File: config.mk
export PLATFORM = sky130hd
export DESIGN_NAME = weight_fetch_server
export DESIGN_NICKNAME = d
export VERILOG_FILES = /design/src/rtl/weight_fetch_server_pkg.sv /design/src/rtl/weight_fetch_server_fifo.sv /design/src/rtl/weight_fetch_server.sv
export SDC_FILE = /design/constraint.sdc
export NUM_CORES = 1
export LEC_CHECK = 0
export ABC_AREA = 1
export CORE_MARGIN = 4
export CORE_UTILIZATION = 52
export CTS_BUF_LIST = sky130_fd_sc_hd__clkbuf_2 sky130_fd_sc_hd__clkbuf_4 sky130_fd_sc_hd__clkbuf_8
export DETAILED_ROUTE_END_ITERATION = 8
export GPL_TIMING_DRIVEN = 0
export PLACE_DENSITY = 0.83
export SLEW_MARGIN = 0
export SYNTH_ARGS = -nofsm -noshare
export SYNTH_HDL_FRONTEND = slang
export SYNTH_SLANG_ARGS = --single-unit
File: constraint.sdc
create_clock -name clk -period 4.8 [get_ports clk]
set_clock_uncertainty 0.15 [all_clocks]
set_input_delay 0.72 -clock clk [delete_from_list [all_inputs] [get_ports clk]]
set_output_delay 0.72 -clock clk [all_outputs]
set_load 0.01 [all_outputs]
File: src/rtl/weight_fetch_server_pkg.sv
// Shared types and constants for the weight fetch path: operating modes and
// the per-mode beat totals used to fill the weight buffer.
package weight_fetch_server_pkg;

  typedef enum logic [1:0] {
    MODE1 = 2'd0,
    MODE2 = 2'd1,
    MODE3 = 2'd2,
    MODE4 = 2'd3
  } OP_MODE;

  localparam int BEAT_CNT_W = 7;

  localparam logic [BEAT_CNT_W-1:0] WB_BEATS_M12 = 7'd88;
  localparam logic [BEAT_CNT_W-1:0] WB_BEATS_M3  = 7'd19;
  localparam logic [BEAT_CNT_W-1:0] WB_BEATS_M4  = 7'd11;

  typedef enum logic {
    ST_IDLE   = 1'b0,
    ST_STREAM = 1'b1
  } wfs_state_e;

  function automatic logic [BEAT_CNT_W-1:0] mode_to_beats(input OP_MODE mode);
    case (mode)
      MODE1, MODE2: return WB_BEATS_M12;
      MODE3:        return WB_BEATS_M3;
      default:      return WB_BEATS_M4;
    endcase
  endfunction

endpackage

File: src/rtl/weight_fetch_server_fifo.sv
// Two-entry beat FIFO that absorbs the SRAM read latency so the stream can
// stall on mem_req without dropping or repeating beats.
module weight_beat_fifo #(
  parameter int DATA_W = 64
) (
  input  logic              clk,
  input  logic              rst_n,
  input  logic              flush,
  input  logic              push,
  input  logic [DATA_W-1:0] din,
  input  logic              pop,
  output logic [DATA_W-1:0] head,
  output logic [1:0]        count,
  output logic              not_empty
);

  logic [DATA_W-1:0] mem [2];
  logic              wr_ptr;
  logic              rd_ptr;

  always_ff @(posedge clk) begin
    if (!rst_n || flush) begin
      wr_ptr <= 1'b0;
      rd_ptr <= 1'b0;
      count  <= 2'd0;
    end else begin
      if (push) wr_ptr <= ~wr_ptr;
      if (pop)  rd_ptr <= ~rd_ptr;
      count <= count + {1'b0, push} - {1'b0, pop};
    end
  end

  // Storage carries no reset; emptiness is tracked by count alone.
  always_ff @(posedge clk) begin
    if (push) mem[wr_ptr] <= din;
  end

  assign head      = mem[rd_ptr];
  assign not_empty = (count != 2'd0);

endmodule

File: src/rtl/weight_fetch_server.sv
// Streams a mode-dependent number of 64-bit weight words from the weight SRAM
// to the weight buffer under a valid/mem_req handshake.
module weight_fetch_server
  import weight_fetch_server_pkg::*;
#(
  parameter int ADDR_W = 16,
  parameter int DATA_W = 64
) (
  input  logic              clk,
  input  logic              rst_n,
  input  OP_MODE            cur_mode,
  input  logic              start,
  input  logic              abort,
  input  logic [ADDR_W-1:0] base_addr,
  input  logic              mem_req,
  output logic              mem_data_valid,
  output logic [DATA_W-1:0] weight_data,
  output logic              sram_ren,
  output logic [ADDR_W-1:0] sram_addr,
  input  logic [DATA_W-1:0] sram_rdata,
  output logic              busy,
  output logic              done
);

  wfs_state_e              state_q, state_d;
  logic [BEAT_CNT_W-1:0]   total_q;
  logic [BEAT_CNT_W-1:0]   issue_cnt;
  logic [BEAT_CNT_W-1:0]   acc_cnt;
  logic [ADDR_W-1:0]       base_q;
  logic                    vld_p1;
  logic                    done_q;

  logic                    launch;
  logic                    finish;
  logic                    ren;
  logic                    xfer;
  logic                    fifo_flush;
  logic [2:0]              credit;
  logic [DATA_W-1:0]       fifo_head;
  logic [1:0]              fifo_count;
  logic                    fifo_vld;

  assign xfer   = fifo_vld && mem_req;
  // Counting this cycle's pop lets a read issue into the slot being freed,
  // which keeps the stream at one beat per cycle with only two entries.
  assign credit = 3'(fifo_count) + 3'(vld_p1) - 3'(xfer);

  always_comb begin
    state_d    = state_q;
    launch     = 1'b0;
    finish     = 1'b0;
    ren        = 1'b0;
    fifo_flush = 1'b0;
    case (state_q)
      ST_IDLE: begin
        if (!abort && start && !done_q) begin
          launch  = 1'b1;
          state_d = ST_STREAM;
        end
      end
      ST_STREAM: begin
        if (abort) begin
          fifo_flush = 1'b1;
          state_d    = ST_IDLE;
        end else begin
          ren = (issue_cnt < total_q) && (credit < 3'd2);
          if (xfer && (acc_cnt == total_q - 7'd1)) begin
            finish     = 1'b1;
            fifo_flush = 1'b1;
            state_d    = ST_IDLE;
          end
        end
      end
      default: state_d = ST_IDLE;
    endcase
  end

  always_ff @(posedge clk) begin
    if (!rst_n) begin
      state_q   <= ST_IDLE;
      issue_cnt <= '0;
      acc_cnt   <= '0;
      vld_p1    <= 1'b0;
      done_q    <= 1'b0;
    end else begin
      state_q <= state_d;
      vld_p1  <= ren;
      done_q  <= finish;
      if (launch) begin
        issue_cnt <= '0;
        acc_cnt   <= '0;
      end else begin
        if (ren) issue_cnt <= issue_cnt + 7'd1;
        if (xfer && state_q == ST_STREAM) acc_cnt <= acc_cnt + 7'd1;
      end
    end
  end

  always_ff @(posedge clk) begin
    if (launch) begin
      total_q <= mode_to_beats(cur_mode);
      base_q  <= base_addr;
    end
  end

  // Stage p1: SRAM word returns one cycle after the read and enters the FIFO.
  weight_beat_fifo #(
    .DATA_W (DATA_W)
  ) u_fifo (
    .clk       (clk),
    .rst_n     (rst_n),
    .flush     (fifo_flush),
    .push      (vld_p1),
    .din       (sram_rdata),
    .pop       (xfer),
    .head      (fifo_head),
    .count     (fifo_count),
    .not_empty (fifo_vld)
  );

  assign sram_ren       = ren;
  assign sram_addr      = (state_q == ST_STREAM) ? base_q + ADDR_W'(issue_cnt) : '0;
  assign mem_data_valid = fifo_vld;
  assign weight_data    = fifo_vld ? fifo_head : '0;
  assign busy           = (state_q == ST_STREAM);
  assign done           = done_q;

endmodule

# [Word-level counts from Yosys, hierarchy flattened]
# Memory sizes are Yosys's and may differ from the RTL's. A register that Yosys moved wholly into a read port is not among the register bits.
# Index checks and enable logic that the tools add are counted.
[word_totals] mem_count=1 elab_cells=60 mem_bits_rw=128 reg_bits=44 inputBits=87 output_inout_bits=84
[memory_table] name="u_fifo.mem" words=2 width=64 rd=1 rd_clocked_by_memory_dff=1 write_ports=1 line_no="weight_fetch_server_fifo.sv:17" rtl="logic [DATA_W-1:0] mem [2];"
[op_classes] bitwise_logic=4 order_cmp=2 eq_ne=3 n_mux=17 add_sub_neg=8 reduce_logical=15
[ops] op="two-way mux 64 bit" count=1
[ops] op="adder 16 x 7 -> 16 bit" count=1
[ops] op="two-way mux 16 bit" count=1
[ops] op="adder 7 x 1 -> 7 bit (second input constant)" count=2
[ops] op="case mux 7 bit (2 select lines)" count=1
[ops] op="two-way mux 1 bit" count=13
[ops] op="== test 7 bit" count=1
[ops] op="< comparator 7 bit" count=1
[ops] op="subtractor 7 x 1 -> 7 bit (second input constant)" count=1
[ops] op="logical AND 1 bit" count=6
[ops] op="NOT 1 bit" count=4
[ops] op="OR reduction 2 bit" count=2
[ops] op="adder 2 x 1 -> 3 bit" count=1
[ops] op="zero test 1 bit" count=3
[ops] op="< comparator 3 x 2 -> 1 bit (second input constant)" count=1
[ops] op="OR reduction 3 bit" count=1
[ops] op="subtractor 3 x 1 -> 3 bit" count=1
[ops] op="adder 2 x 1 -> 2 bit" count=1
[ops] op="== test 2 x 1 -> 1 bit (second input constant)" count=1
[ops] op="== test 2 bit (second input constant)" count=1
[ops] op="zero test 2 bit" count=1
[ops] op="case mux 1 bit (2 select lines)" count=1
[ops] op="nonzero test 2 bit" count=1
[ops] op="subtractor 2 x 1 -> 2 bit" count=1
[ops] op="logical OR 1 bit" count=1

# [Logic depth before layout (Yosys ltp)]
# Gate-level depths: netlist of run 1.
[logic_depth] depth_word=8 mapped_depth=13 ltp_nobuf=13

# [Cells and area by module]
# From an unflattened synthesis of run 1, not the netlist that was laid out.
[hier_totals] hier_cells=648 area_unflattened_um2=7965.1
[by_module_without_submodules] module="weight_beat_fifo" seq_area_each_um2=3943.8 n_inst=1 area_each_um2=5148.7 cells_per_inst=231
[by_module_without_submodules] module="weight_fetch_server" seq_area_each_um2=940.9 n_inst=1 area_each_um2=2816.5 cells_per_inst=417

# [Least setup slack after synthesis of run 1]
# OpenSTA, ideal clock, no wires.
[synth_path] kind="register -> register" startpoint="register vld_p1" endpoint="memory u_fifo.mem[0][0] (enable)" path_slack_ns=1.056 synth_period_minus_slack_ns=3.744 setup_ns=0.487 required_ns=4.163 t_arrival_ns=3.107 path_buffers=0 path_stages_with_launch=3 cell_sequence="dfxtp_1 -> inv_1 -> nor2_1"
[synth_via] elab_chain_len=2
[synth_lines] element="start: declaration" line_no="weight_fetch_server.sv:30" rtl="logic vld_p1;"
[synth_lines] element="start signal: assignment" line_no="weight_fetch_server.sv:87" rtl="vld_p1 <= ren;"
[synth_lines] element="two-way mux 1 bit" line_no="weight_fetch_server_fifo.sv:35" rtl="if (push) mem[wr_ptr] <= din;"
[synth_lines] element="two-way mux 1 bit (implied by the code)" line_no="weight_fetch_server_fifo.sv:35"
[synth_lines] element="end: declaration" line_no="weight_fetch_server_fifo.sv:17"
# No other way between the ends.

# [Worst setup path after layout of run 1]
[layout_path] startpoint="input port mem_req" endpoint="output port sram_ren"
[layout_via] elab_chain_len=6
[layout_lines] element="start: declaration" line_no="weight_fetch_server.sv:15" rtl="input logic mem_req,"
[layout_lines] element="logical AND 1 bit" line_no="weight_fetch_server.sv:43" rtl="assign xfer = fifo_vld && mem_req;"
[layout_lines] element="subtractor 3 x 1 -> 3 bit" line_no="weight_fetch_server.sv:46" rtl="assign credit = 3'(fifo_count) + 3'(vld_p1) - 3'(xfer);"
[layout_lines] element="< comparator 3 x 2 -> 1 bit" line_no="weight_fetch_server.sv:66" rtl="ren = (issue_cnt < total_q) && (credit < 3'd2);"
[layout_lines] element="logical AND 1 bit" line_no="weight_fetch_server.sv:66"
[layout_lines] element="two-way mux 1 bit" line_no="weight_fetch_server.sv:62" rtl="if (abort) begin"
[layout_lines] element="two-way mux 1 bit" line_no="weight_fetch_server.sv:54" rtl="case (state_q)"
[layout_lines] element="end: declaration" line_no="weight_fetch_server.sv:18" rtl="output logic sram_ren,"
# No other way between the ends.

==> results.json, run 1 <==
{
  "status": "complete, no violations",
  "grt_pass1_wl_mm": 26.8,
  "crit_family": "buffers and inverters",
  "power.switching_uw": 737,
  "diodes": 0,
  "crit_buf_inv": 4,
  "clkLatencyLatePin_ps": 450,
  "rr_worst_depth": 13,
  "min_period_ps": 4490,
  "globalplace.congestion": 0.931,
  "p_clk_share_pct": 30.7,
  "ys_warn_count": 0,
  "root_buffer": "clkbuf_8",
  "areaGrowthSynthToFinish_pct": 32.9,
  "slowest_stage": "nor4_4",
  "synth.avg_cell_area_um2": 10.8,
  "yosysUniqueCellTypes": 28,
  "via_per_inst": 5.23,
  "crit_chain": "clkdlybuf4s50_1 > inv_1 > nor2_4 > nand2_1 > o21ai_0 > ha_1 > fa_1 > nand2_1 > nand3_1 > nor4_4 > nand2_4 > inv_2 > clkdlybuf4s50_1",
  "final_cell_mix": "nand2_1 (211), clkdlybuf4s50_1 (170), edfxtp_1 (148)",
  "clk_pin_slew_ps": 70,
  "relSlewSlack_pct": 38.9,
  "post_cts_buffers": 0,
  "die_h_um": 126,
  "setup_viol_count_final": 0,
  "dp_slack_ps": 257,
  "die_area_um2": 15800,
  "cellPowerDensity_nw_per_um2": 312,
  "ys_seq_area_share_pct": 67.8,
  "num_rows": 42,
  "combinationalPowerShare_pct": 14.2,
  "ant_nets": 0,
  "slew_viol_final": 0,
  "grt_max_degree": 35,
  "hpwl_mm": 12.5,
  "switching_share_pct": 24.7,
  "wl_mm": 16.9,
  "vias": 5490,
  "irDropWorstVdd_mv": 0.143,
  "p_seq_share_pct": 55.2,
  "worst_slew_pin_slew_ps": 914,
  "drtIter0Drc": 396,
  "p_leak_nw": 3.55,
  "synth_nets": 772,
  "synth_seq_cells": 170,
  "critPathCaptureType": "output pin",
  "synth_area_um2": 7200,
  "cts_buffers": 17,
  "startpoint": "mem_req",
  "coreArea_um2": 13400,
  "nets": 965,
  "final_common_cell": "nand2_1",
  "clkSinkCount": 170,
  "max_freq_ghz": 0.223,
  "path_depth": 13,
  "io_buffers": 170,
  "reg2reg_from": "u_fifo.count[1]$_SDFF_PP0_",
  "cp-start-kind": "primary input",
  "critPathCapture": "sram_ren",
  "clockBufferDepth": 2,
  "r2r_end": "issue_cnt[1]$_SDFFE_PP0P_",
  "timing.hold.ws_ps": 326,
  "drtPass1Iterations": 4,
  "fin_crit_sh_pct": 93.5,
  "internal_power_mw": 2.25,
  "critPathKind": "primary input to output pin",
  "die_w_um": 126,
  "slowest_delay_ps": 550,
  "drcViolationCount": 0,
  "htreeDepth": 4,
  "dpl-instance-area_um2": 9210,
  "finalInstanceArea_um2": 9570,
  "cts_tree": "yes",
  "hold_path.class": "flop to flop",
  "r2r_setup_slack_ps": 1960,
  "wl_per_cell_um": 16.1,
  "grt_use_total_pct": 21.2,
  "grt_antenna_before_repair": 0,
  "netlist_instances": 668,
  "drive_gt1_share_pct": 5.84,
  "worst_slack_ps": 313,
  "critPathRequiredTime_ps": 3930,
  "worst_ep_arrival_time_ps": 3620,
  "finalHoldViolCount": 0,
  "ios": 171,
  "cp_max_fo": 8,
  "drv_cap": 0,
  "overflow": 0,
  "grt_pass1_vias": 5590,
  "start_util_pct": 53.7,
  "rsz0062_at_grt": "false"
}
==> sequential cells by signal (all words and copies together) (netlist names), named ones only <==
signal	count
busy	1
u_fifo.count	2
vld_p1	1
u_fifo.mem	128
total_q	4
issue_cnt	7
base_q	16
u_fifo.wr_ptr	1
done	1
u_fifo.rd_ptr	1
acc_cnt	7
==> per-layer routing <==
metal  up-vias  part of all wire (%)  GRT usage [%]
met5         -                     0              0
met2       216                    52           37.8
met3        25                   8.1           5.63
met1      2593                    39           25.6
met4         0                   1.5           5.68
li1       2656                     -              -
==> power groups by stage <==
stage,logic [mW],registers [mW],clock network (mW)
finish,0.423,1.65,0.914
CTS,0.426,1.65,0.928
global route,0.458,1.65,0.996
floorplan,0.179,1.68,0
global placement,0.406,1.68,0
detailed placement,0.424,1.68,0
==> cell type report <==
type | count | area [um2]
inverters | 46 | 173
repair buffers | 174 | 1780
well taps | 176 | 220
clock inverters | 14 | 123
fillers | 972 | 3830
clock buffers | 17 | 234
flip-flops and latches | 170 | 4880
multi-input cells | 429 | 2050
plain buffers | 23 | 96.3
==> worst min-delay path by stage <==
stage,start,to,slack [ps],cells after the start
after floorplan,acc_cnt[6]$_SDFFE_PP0P_,acc_cnt[6]$_SDFFE_PP0P_,290,1
after global placement,acc_cnt[6]$_SDFFE_PP0P_,acc_cnt[6]$_SDFFE_PP0P_,310,1
after global routing,acc_cnt[6]$_SDFFE_PP0P_,acc_cnt[6]$_SDFFE_PP0P_,370,1
after detailed placement,acc_cnt[6]$_SDFFE_PP0P_,acc_cnt[6]$_SDFFE_PP0P_,320,1
after CTS,acc_cnt[6]$_SDFFE_PP0P_,acc_cnt[6]$_SDFFE_PP0P_,330,1
final,acc_cnt[6]$_SDFFE_PP0P_,acc_cnt[6]$_SDFFE_PP0P_,330,1
==> logic make-up (layout without fill, tap and decap cells) <==
logic type	Yosys count	after routing	synth area share (%)
adder cells (fa/ha/maj)	17	17	3.16
XOR/XNOR	7	7	0.851
buffers and inverters	69	274	3.74
AND/OR/NAND/NOR	304	304	17.3
AO/OA/AOI/OAI	101	101	7.11
flip-flops	170	170	67.8
==> timing repair <==
item                                    in CTS  in global routing
gates resized for setup                      0                  0
hold buffers                                 0                  0
endpoints found under the setup margin       0                  1
==> stage by stage <==
stage / total power, mW / util [%] / TNS (ps) / std cells
after floorplan: 1.86 / - / 0 / 668
after global placement: 2.09 / 68.1 / -23680 / 1014
after detailed placement: 2.10 / 68.7 / 0 / 1018
after CTS: 3.00 / 71.4 / 0 / 1049
after global routing: 3.10 / 71.4 / 0 / 1049
final: 2.98 / 71.4 / 0 / 1049
==> cells in the mapped netlist <==
cell type	instances	area [um2]
nor3b_1	1	7.51
xor2_1	5	43.8
and2_1	2	12.5
fa_1	2	40.0
inv_2	2	7.51
nand3b_1	2	15.0
nor2_1	49	184
ha_1	15	188
a31oi_1	1	6.26
nand3_1	24	120
buf_2	8	40.0
xnor2_1	2	17.5
dfxtp_1	22	440
edfxtp_1	148	4440
nand2_2	1	6.26
clkbuf_1	11	41.3
o21ai_0	15	75.1
buf_1	4	15.0
nand2_4	2	22.5
nor4_1	1	6.26
inv_1	44	165
or2_2	2	12.5
nor4_4	1	21.3
nor2_4	1	11.3
nand2_1	211	792
nor3_1	7	35.0
a21o_1	2	15.0
a21oi_1	83	415
No activity file was read; power rests on OpenSTA's default activity.
==> inputs of run 2 (changes only) <==
Settings changed: CORE_ASPECT_RATIO from default to 2.
==> results.json, run 2 (synthesized netlist as in run 1, its figures left out) <==
{
  "drtPass1Iterations": 5,
  "slew_viol_final": 0,
  "largest_reg_flops": 128,
  "cp_max_fo": 7,
  "combinationalPowerShare_pct": 14.0,
  "irDropWorstVdd_mv": 0.243,
  "worst_ep_arrival_time_ps": 3630,
  "status": "complete, no violations",
  "multiInputGateArea_um2": 2060,
  "critPathRequiredTime_ps": 3930,
  "slowest_stage": "clkdlybuf4s50_1",
  "ant_nets": 0,
  "htreeDepth": 4,
  "finalHoldViolCount": 0,
  "diodes": 0,
  "io_buffers": 170,
  "top_register": "u_fifo.mem",
  "clkSinkCount": 170,
  "clk_pin_slew_ps": 90,
  "grt_use_total_pct": 21.9,
  "cellPowerDensity_nw_per_um2": 316,
  "die_h_um": 174,
  "cpMostUsedCell": "clkdlybuf4s50_1",
  "wl_per_cell_um": 16.5,
  "die_w_um": 91.2,
  "hold_path.class": "flop to flop",
  "coreArea_um2": 13500,
  "worst_slew_pin_slew_ps": 655,
  "finalInstanceArea_um2": 9590,
  "max_freq_ghz": 0.222,
  "grt_pass1_vias": 5805,
  "drv_cap": 0,
  "hpwl_mm": 12.9,
  "min_period_ps": 4500,
  "crit_family": "buffers and inverters",
  "clkLatencyLatePin_ps": 430,
  "relSlewSlack_pct": 56.3,
  "drcViolationCount": 0,
  "cts_buffers": 17,
  "fin_crit_sh_pct": 93.6,
  "final_common_cell": "nand2_1",
  "cts_tree": "yes",
  "critPathKind": "primary input to output pin",
  "fill_cells": 950,
  "areaGrowthSynthToFinish_pct": 33.2,
  "dpl-instance-area_um2": 9190,
  "die_area_um2": 15900,
  "cp-start-kind": "primary input",
  "grt_antenna_before_repair": 0,
  "ios": 171,
  "start_util_pct": 53.3,
  "seq_area_um2": 4880,
  "vias": 5427,
  "top_regs": "u_fifo.mem x128, base_q x16",
  "internal_power_mw": 2.23,
  "num_rows": 60,
  "switching_share_pct": 26.4,
  "drtIter0Drc": 164,
  "globalplace.congestion": 0.822,
  "power.switching_uw": 799,
  "crit_buf_inv": 4,
  "rsz0062_at_grt": "false",
  "post_cts_resized": 0,
  "slowest_delay_ps": 540,
  "wl_mm": 17.0,
  "p_clk_share_pct": 31.7,
  "grt_max_degree": 37,
  "nets": 967,
  "p_seq_share_pct": 54.3,
  "critPathCaptureType": "output pin",
  "drive_gt1_share_pct": 6.62,
  "grt_pass1_wl_mm": 27.5,
  "tns_ps": 0,
  "clockBufferDepth": 2,
  "setup_viol_count_final": 0,
  "crit_chain": "clkdlybuf4s50_1 > inv_1 > nor2_4 > nand2_1 > o21ai_0 > ha_1 > fa_1 > nor4_4 > nand2_4 > inv_2 > clkdlybuf4s50_1",
  "final_cell_mix": "nand2_1 (211), clkdlybuf4s50_1 (170), edfxtp_1 (148)",
  "overflow": 0,
  "via_per_inst": 5.26,
  "p_leak_nw": 3.59,
  "root_buffer": "clkbuf_8"
}
==> run 2: cell types whose count changed in the layout (fill, tap and decap cells not counted), moves of 2 or more <==
cell	change
inv_8	+5
clkinv_1	-3
clkinvlp_4	-3
clkinv_8	+2
==> run 2: repair_timing <==
action | 4_1_cts | 5_1_grt
hold endpoints to repair | 0 | 0
endpoints found under the setup margin | 0 | 1
buffers inserted | 0 | 2
hold buffers | 0 | 0
==> run 2: area by class of cell <==
| class | count | share of cell area (%) |
|---|---|---|
| Clock inverter | 15 | 1.59 |
| Inverter | 46 | 1.80 |
| Buffer | 23 | 1.00 |
| Clock buffer | 17 | 2.44 |
| Multi-Input combinational cell | 429 | 21.4 |
| Tap cell | 155 | 2.02 |
| Sequential cell | 170 | 50.9 |
| Timing Repair Buffer | 176 | 18.8 |
==> run 2: routing by layer <==
metal	track usage, %	part of all wire (%)	vias up
li1	-	-	2655
met1	21.3	35	2556
met2	42.9	57	190
met3	5.59	6.1	26
met4	8.06	1.8	0
met5	0	0	-
==> run 2: power by group through the flow <==
stage | sequential [mW] | combinational (mW) | clock, mW
3_5_place_dp | 1.68 | 0.423 | 0
6_report | 1.64 | 0.423 | 0.960
4_1_cts | 1.64 | 0.425 | 0.984
5_1_grt | 1.65 | 0.461 | 1.05
3_3_place_gp | 1.68 | 0.402 | 0
2_1_floorplan | 1.68 | 0.179 | 0
==> run 2: through the flow <==
stage	setup slack, ps	hold WS [ps]	util [%]	power (mW)	instances
after floorplan	1060	293	-	1.86	668
after global placement	-119	326	67.3	2.08	993
after detailed placement	158	337	68.0	2.10	997
after CTS	145	360	70.9	3.05	1029
after global routing	186	391	71.0	3.15	1031
final	305	357	71.0	3.03	1031
==> run 2: worst paths after layout <==
path,from,to,slack (ps),cells past startpoint
worst min register to register,acc_cnt[6]$_SDFFE_PP0P_,acc_cnt[6]$_SDFFE_PP0P_,360,1
worst max register to register,u_fifo.count[1]$_SDFF_PP0_,issue_cnt[3]$_SDFFE_PP0P_,2020,10
worst min-delay path,acc_cnt[6]$_SDFFE_PP0P_,acc_cnt[6]$_SDFFE_PP0P_,360,1
worst max-delay path,mem_req,sram_ren,300,11
